[src/rtl/sdfm_pkg.sv]
// Shared encodings for the sigma-delta input sequencer: input modes, FSM states, divider width.
package sdfm_pkg;

  localparam logic [1:0] INMODE_RISE = 2'b00;
  localparam logic [1:0] INMODE_FALL = 2'b01;
  localparam logic [1:0] INMODE_RSVD = 2'b10;
  localparam logic [1:0] INMODE_INT  = 2'b11;

  localparam int SDFM_CLKDIV_W = 4;

  typedef enum logic [1:0] {
    ICTL_IDLE = 2'b00,
    ICTL_ARM  = 2'b01,
    ICTL_RUN  = 2'b10,
    ICTL_FAIL = 2'b11
  } ictl_state_t;

endpackage

[src/rtl/sdfm_input_ctrl_if.sv]
// Channel config in, sample stream and status out; master = register/filter side, slave = sequencer.
interface sdfm_input_ctrl_if;
  import sdfm_pkg::*;

  logic                     reg_en;
  logic [1:0]               reg_inmode;
  logic [SDFM_CLKDIV_W-1:0] reg_clkdiv;
  logic                     clk_fail_clr;
  logic                     sd_strobe;
  logic                     sd_bit;
  logic                     sd_clk_out;
  logic                     clk_fail;

  modport master (
    output reg_en, reg_inmode, reg_clkdiv, clk_fail_clr,
    input  sd_strobe, sd_bit, sd_clk_out, clk_fail
  );

  modport slave (
    input  reg_en, reg_inmode, reg_clkdiv, clk_fail_clr,
    output sd_strobe, sd_bit, sd_clk_out, clk_fail
  );

endinterface

[src/rtl/sdfm_sync.sv]
// Pin synchroniser, STAGES flops deep; latency STAGES cycles; no backpressure.
module sdfm_sync #(
  parameter int STAGES = 2
) (
  input  logic clk,
  input  logic rst_n,
  input  logic d,
  output logic q
);

  logic [STAGES-1:0] sr;

  always_ff @(posedge clk or negedge rst_n) begin
    if (!rst_n) sr <= '0;
    else        sr <= {sr[STAGES-2:0], d};
  end

  assign q = sr[STAGES-1];

endmodule

[src/rtl/sdfm_input_ctrl.sv]
// Sigma-delta input sequencer: one strobe + data bit per modulator clock; pin edge to strobe
// is SYNC_STAGES+1 cycles; no backpressure, the filter must accept every strobe.
module sdfm_input_ctrl #(
  parameter int SYNC_STAGES = 2,
  parameter int TIMEOUT_W   = 8,
  parameter int TIMEOUT     = 255
) (
  input  logic             SYSCLK,
  input  logic             SYSRSTn,
  input  logic             DSDIN,
  input  logic             SDCLK,
  sdfm_input_ctrl_if.slave bus
);
  import sdfm_pkg::*;

  ictl_state_t              state, state_n;
  logic [1:0]               mode_q;
  logic [SDFM_CLKDIV_W-1:0] cnt, cnt_n, div_q, div_q_n;
  logic [TIMEOUT_W-1:0]     wd, wd_n, wd_inc;
  logic                     clk_out_q, clk_out_n;
  logic                     strobe_q, strobe_n, bit_q, bit_n, fail_q, fail_n;
  logic                     ss_clk, ss_dat, ss_clk_d;
  logic                     rise, fall, qual, enabled, mode_chg, int_mode;

  sdfm_sync #(.STAGES(SYNC_STAGES)) u_sync_clk (
    .clk(SYSCLK), .rst_n(SYSRSTn), .d(SDCLK), .q(ss_clk)
  );

  sdfm_sync #(.STAGES(SYNC_STAGES)) u_sync_dat (
    .clk(SYSCLK), .rst_n(SYSRSTn), .d(DSDIN), .q(ss_dat)
  );

  assign rise     = ss_clk & ~ss_clk_d;
  assign fall     = ~ss_clk & ss_clk_d;
  assign enabled  = bus.reg_en && (bus.reg_inmode != INMODE_RSVD);
  assign mode_chg = bus.reg_inmode != mode_q;
  assign int_mode = bus.reg_inmode == INMODE_INT;
  assign qual     = (bus.reg_inmode == INMODE_RISE) ? rise :
                    (bus.reg_inmode == INMODE_FALL) ? fall : 1'b0;
  assign wd_inc   = (&wd) ? wd : wd + 1'b1;

  always_ff @(posedge SYSCLK or negedge SYSRSTn) begin
    if (!SYSRSTn) begin
      state     <= ICTL_IDLE;
      mode_q    <= INMODE_RISE;
      cnt       <= '0;
      div_q     <= '0;
      wd        <= '0;
      clk_out_q <= 1'b0;
      strobe_q  <= 1'b0;
      bit_q     <= 1'b0;
      fail_q    <= 1'b0;
      ss_clk_d  <= 1'b0;
    end else begin
      state     <= state_n;
      mode_q    <= bus.reg_inmode;
      cnt       <= cnt_n;
      div_q     <= div_q_n;
      wd        <= wd_n;
      clk_out_q <= clk_out_n;
      strobe_q  <= strobe_n;
      bit_q     <= bit_n;
      fail_q    <= fail_n;
      ss_clk_d  <= ss_clk;
    end
  end

  always_comb begin
    state_n   = state;
    cnt_n     = cnt;
    div_q_n   = div_q;
    wd_n      = wd;
    clk_out_n = clk_out_q;
    strobe_n  = 1'b0;
    bit_n     = 1'b0;
    fail_n    = fail_q & ~bus.clk_fail_clr;
    if (!enabled) begin
      state_n   = ICTL_IDLE;
      cnt_n     = '0;
      wd_n      = '0;
      clk_out_n = 1'b0;
    end else if (state == ICTL_IDLE || mode_chg) begin
      state_n   = ICTL_ARM;
      cnt_n     = '0;
      div_q_n   = bus.reg_clkdiv;
      wd_n      = '0;
      clk_out_n = 1'b0;
    end else if (state == ICTL_FAIL) begin
      if (bus.clk_fail_clr) begin
        state_n = ICTL_ARM;
        div_q_n = bus.reg_clkdiv;
      end
    end else if (int_mode) begin
      // div_q only reloads at wrap so a clkdiv write never shortens the current half-period
      if (cnt == div_q) begin
        cnt_n     = '0;
        div_q_n   = bus.reg_clkdiv;
        clk_out_n = ~clk_out_q;
        if (state == ICTL_ARM) begin
          if (!clk_out_q) state_n = ICTL_RUN;
        end else if (clk_out_q) begin
          strobe_n = 1'b1;
          bit_n    = ss_dat;
        end
      end else begin
        cnt_n = cnt + 1'b1;
      end
    end else if (qual) begin
      wd_n = '0;
      if (state == ICTL_ARM) begin
        state_n = ICTL_RUN;
      end else begin
        strobe_n = 1'b1;
        bit_n    = ss_dat;
      end
    end else if (wd_inc == TIMEOUT_W'(TIMEOUT)) begin
      wd_n = '0;
      if (bus.clk_fail_clr) begin
        state_n = ICTL_ARM;
      end else begin
        state_n = ICTL_FAIL;
        fail_n  = 1'b1;
      end
    end else begin
      wd_n = wd_inc;
    end
  end

  assign bus.sd_strobe  = strobe_q;
  assign bus.sd_bit     = bit_q;
  assign bus.sd_clk_out = clk_out_q;
  assign bus.clk_fail   = fail_q;

endmodule

[src/flat_wrapper.sv]
// flat-port wrapper written by rule: the top's interface ports become plain ports
module sdfm_input_ctrl_flat import sdfm_pkg::*;
#(
  parameter int SYNC_STAGES = 2,
  parameter int TIMEOUT_W   = 8,
  parameter int TIMEOUT     = 255
)
  (SYSCLK, SYSRSTn, DSDIN, SDCLK, bus_reg_en, bus_reg_inmode, bus_reg_clkdiv, bus_clk_fail_clr, bus_sd_strobe, bus_sd_bit, bus_sd_clk_out, bus_clk_fail);
  sdfm_input_ctrl_if bus_i ();
  input  logic SYSCLK;
  input  logic SYSRSTn;
  input  logic DSDIN;
  input  logic SDCLK;
  input wire logic [$bits(bus_i.reg_en)-1:0] bus_reg_en;
  input wire logic [$bits(bus_i.reg_inmode)-1:0] bus_reg_inmode;
  input wire logic [$bits(bus_i.reg_clkdiv)-1:0] bus_reg_clkdiv;
  input wire logic [$bits(bus_i.clk_fail_clr)-1:0] bus_clk_fail_clr;
  output wire logic [$bits(bus_i.sd_strobe)-1:0] bus_sd_strobe;
  output wire logic [$bits(bus_i.sd_bit)-1:0] bus_sd_bit;
  output wire logic [$bits(bus_i.sd_clk_out)-1:0] bus_sd_clk_out;
  output wire logic [$bits(bus_i.clk_fail)-1:0] bus_clk_fail;
  assign bus_i.reg_en = bus_reg_en;
  assign bus_i.reg_inmode = bus_reg_inmode;
  assign bus_i.reg_clkdiv = bus_reg_clkdiv;
  assign bus_i.clk_fail_clr = bus_clk_fail_clr;
  assign bus_sd_strobe = bus_i.sd_strobe;
  assign bus_sd_bit = bus_i.sd_bit;
  assign bus_sd_clk_out = bus_i.sd_clk_out;
  assign bus_clk_fail = bus_i.clk_fail;
  sdfm_input_ctrl #(.SYNC_STAGES(SYNC_STAGES), .TIMEOUT_W(TIMEOUT_W), .TIMEOUT(TIMEOUT)) u_core (.SYSCLK(SYSCLK), .SYSRSTn(SYSRSTn), .DSDIN(DSDIN), .SDCLK(SDCLK), .bus(bus_i));
endmodule
[config.mk]
export PLATFORM = sky130hd
export DESIGN_NAME = sdfm_input_ctrl_flat
export DESIGN_NICKNAME = d
export VERILOG_FILES = /design/src/rtl/sdfm_pkg.sv /design/src/rtl/sdfm_input_ctrl_if.sv /design/src/rtl/sdfm_sync.sv /design/src/rtl/sdfm_input_ctrl.sv /design/src/flat_wrapper.sv
export SDC_FILE = /design/constraint.sdc
export NUM_CORES = 1
export LEC_CHECK = 0
export BUFFER_PORTS_ARGS = -buffer_cell sky130_fd_sc_hd__buf_2
export CORE_ASPECT_RATIO = 1.25
export CORE_MARGIN = 4
export CORE_UTILIZATION = 49
export CTS_CLUSTER_SIZE = 12
export DETAILED_ROUTE_END_ITERATION = 7
export GPL_TIMING_DRIVEN = 0
export PLACE_DENSITY = 0.72
export SYNTH_ARGS = -nofsm -noshare
export SYNTH_HDL_FRONTEND = slang
export SYNTH_SLANG_ARGS = --single-unit
[constraint.sdc]
create_clock -name SYSCLK -period 2.25 [get_ports SYSCLK]
set_input_delay 0.225 -clock SYSCLK [delete_from_list [all_inputs] [get_ports SYSCLK]]
set_output_delay 0.225 -clock SYSCLK [all_outputs]
set_load 0.03 [all_outputs]
==> reports/metrics.csv <==
stage,metric,value,unit
status,outcome,completed,
placement,dp.cells,214,
logic_synthesis,synth_edf_count,0,
power_and_ir_drop,peakVddDrop,0.000494,V
critical_path,critPathCaptureType,flip-flop,
floorplanning,die-area,4300,um2
global_route,grtUsageTotal,17.0,%
power_and_ir_drop,powerDensity,576,nW/um2
cts,cts_tree,built,
cts,cts.htree.levels,2,
critical_path,reg2regPathDepth,6,
final_layout,nNetsFinal,201,
job,cap_violations,0,
critical_path,worstReg2RegEnd,u_core.state[0]$_DFFE_PN0P_,
critical_path,start_kind,flip-flop,
global_route,busiest_layer,met2,
hold_path,hold_path_end,u_core.u_sync_clk.sr[0]$_DFF_PN0_,
sta,clock_skew,0.0129,ns
logic_synthesis,ys_types,48,
global_route,grt_pass1_wl,5580,um
global_route,gr-total-overflow,0,
logic_synthesis,synth_seq_area_share,44.7,%
logic_synthesis,ys.warnings.count,0,
critical_path,regToRegSetupSlack,0.13,ns
final_layout,drive_gt1_share,28.2,%
logic_synthesis,avgSynthCellArea,10.0,um2
global_route,grtUsageMet3,4.63,%
floorplanning,core_area,3190,um2
final_layout,fillCellCount,280,
logic_synthesis,ys_top_cells_by_area,"dfrtp_1 45%, a31oi_1 5.0%, mux2_2 4.2%, nor2_1 3.5%, xor2_1 3.2%",
sta,drv_slew,0,
logic_synthesis,yosysTopAreaCellShare,44.7,%
logic_synthesis,syn_inst,162,
logic_synthesis,syn-cell-area,1620,um2
critical_path,worstSetupPathType,reg -> reg,
sta,fmax,471,MHz
placement,hpwl,2510,um
logic_synthesis,synthFlopType,dfrtp_1,
logic_synthesis,synth_area_leader_cell,dfrtp_1,
logic_synthesis,syn-num-nets,176,
floorplanning,start_util,50.8,%
floorplanning,std_cell_rows,23,
global_route,use_met2,30.4,%
routing,final_antenna_net_count,0,
final_layout,syn2layout_area_growth,15.6,%
sta,worst_pin_slew,0.637,ns
global_route,grt_max_degree,30,
critical_path,worst-path-max-fanout,9,
critical_path,r2r-start,u_core.wd[1]$_DFFE_PN0P_,
final_layout,final_cells,225,
hold_path,hold_depth,1,
hold_path,hp-start,SDCLK,
floorplanning,boundaryPins,16,
cts,ctsLongestPathBuffers,2,
sta,setup-tns-final,0,ns
final_layout,antenna_cells,0,
critical_path,cp.required,2.40,ns
cts,insertion_delay,0.28,ns
routing,wl,3420,um
routing,first_iter_violations,71,
logic_synthesis,synthArstFlopShare,100,%
cts,cts-root-buf,clkbuf_8,
sta,min_period,2.12,ns
routing,routed_via_density,5.87,
logic_synthesis,synth-seq-cells,29,
global_route,grt_antenna_before_repair,0,
sta,maxSlewHeadroom,57.6,%
floorplanning,chipWidth,59.5,um
global_route,grt_pass1_vias,1266,
routing,drc,0,
sta,finalCritPeriodShare,94.3,%
floorplanning,die_h,72.4,um
routing,vias,1320,
routing,routedWlPerCell,15.2,um
sta,grt_setup_unrepaired,false,
critical_path,crit_arrival,2.27,ns
power_and_ir_drop,leakage,0.823,nW
placement,place.gp.congestion,0.877,
routing,first_pass_iters,4,
hold_path,hp-class,in -> reg,
cts,clk_pin_slew,0.06,ns
placement,io_buffers,15,
cts,numCtsBuffers,5,
cts,cts_num_sinks,29,
sta,final_hold_viol_count,0,
global_route,use_met1,18.6,%
sta,setup_viol,0,
[Yosys cell counts (2+ instances only)]
master / number
mux2_2: 6
nor3b_1: 2
o21ai_0: 3
inv_1: 4
nor4_1: 2
and2_1: 2
nand3_1: 9
or3_1: 2
dfrtp_1: 29
nor2_1: 15
buf_2: 5
a22o_1: 2
clkbuf_1: 2
and3_1: 4
nand2b_1: 2
buf_4: 3
xor2_1: 6
a21oi_1: 9
nand4_1: 2
a21o_1: 3
nand3b_1: 2
ha_1: 2
nand2_1: 9
a31oi_1: 13
[where the power goes]
part / total [W] / internal (W) / switching (W) / leakage (nW)
sequential: 0.000556 / 0.000543 / 0.0000135 / 0.378
clock: 0.000404 / 0.000214 / 0.000191 / 0.0450
combinational: 0.000120 / 0.0000531 / 0.0000665 / 0.400
total: 0.00108 / 0.000810 / 0.000271 / 0.823
[cells by family after synthesis]
family	after synthesis	synth area share [%]
flops	29	44.7
simple gates	60	21.3
mux	6	4.16
compound gates	43	19.9
fa+ha+maj	2	1.54
buf+inv	15	4.62
xor+xnor	7	3.78
[worst max-delay path, cell delays in order, from the launching register on]
cell and delay [ns]:
dfrtp_1 0.43, ha_4 0.21, or4_4 0.53, o211ai_2 0.10, o2111ai_4 0.17, a2bb2oi_2 0.21
mux2_2 0.35
[cell usage in the layout, fill, tap and decap left out, types with 4 or more instances in the layout]
cell type and count:
a21oi_1 9, nor2_1 14, mux2_2 6, xor2_1 6, buf_4 6, clkbuf_8 5, a31oi_1 12, buf_2 20
nand2_1 9, dfrtp_1 29, nand3_1 9, and3_1 4, inv_1 4
[state kept, by name, indices dropped and copies added, names as in the netlist, 2 cells and up]
name and cells:
u_core.cnt 4, u_core.wd 8, u_core.u_sync_dat.sr 2, u_core.div_q 4
u_core.u_sync_clk.sr 2, u_core.mode_q 2, u_core.state 2
[what timing repair did]
item | CTS | global route
hold endpoints to repair | 29 | 0
buffers inserted | 1 | 2
hold buffers | 1 | 0
endpoints found under the setup margin | 4 | 11
pin swaps | 2 | 1
resized for setup | 1 | 3
cloned | 0 | 0
[worst max path at each step]
stage,startpoint,to,slack [ns],depth (start not counted)
2_1_floorplan,u_core.wd[0]$_DFFE_PN0P_,u_core.state[0]$_DFFE_PN0P_,0.09,7
3_5_place_dp,u_core.wd[0]$_DFFE_PN0P_,u_core.state[0]$_DFFE_PN0P_,-0.07,7
5_1_grt,u_core.wd[1]$_DFFE_PN0P_,u_core.state[0]$_DFFE_PN0P_,0.04,6
6_report,u_core.wd[1]$_DFFE_PN0P_,u_core.state[0]$_DFFE_PN0P_,0.13,6
3_3_place_gp,u_core.wd[0]$_DFFE_PN0P_,u_core.state[1]$_DFFE_PN0P_,-0.02,7
4_1_cts,u_core.cnt[1]$_DFFE_PN0P_,u_core.div_q[1]$_DFFE_PN0P_,0.07,5
[metrics by stage]
stage / util [%] / hold slack, ns / total power, W / instance area [um2] / worst slack (ns)
floorplan: - / -0.0706 / 0.000640 / 1620 / 0.0939
CTS: 57.7 / 0.0476 / 0.00109 / 1840 / 0.0677
global placement: 54.6 / 0.264 / 0.000672 / 1750 / -0.0235
detailed placement: 54.6 / 0.286 / 0.000679 / 1750 / -0.0682
global route: 58.8 / 0.0460 / 0.00113 / 1880 / 0.0357
finish: 58.8 / 0.0584 / 0.00108 / 1880 / 0.128
[metal layers]
metal / share of wire [%] / up-vias
met5: 0 / -
met4: 1.0 / 0
met3: 4.1 / 4
met2: 55 / 35
met1: 40 / 636
li1: - / 645
[cell type report]
type / count / area, um2 / share of cell area [%]
plain buffers: 10 / 55.1 / 2.93
clock buffers: 6 / 72.6 / 3.87
clock inverters: 2 / 10.0 / 0.533
inverters: 4 / 15.0 / 0.800
multi-input cells: 118 / 845 / 45.0
flip-flops and latches: 29 / 726 / 38.7
well taps: 37 / 46.3 / 2.47
repair buffers: 19 / 108 / 5.73
Note: power is estimated with default switching activity, not from simulation.
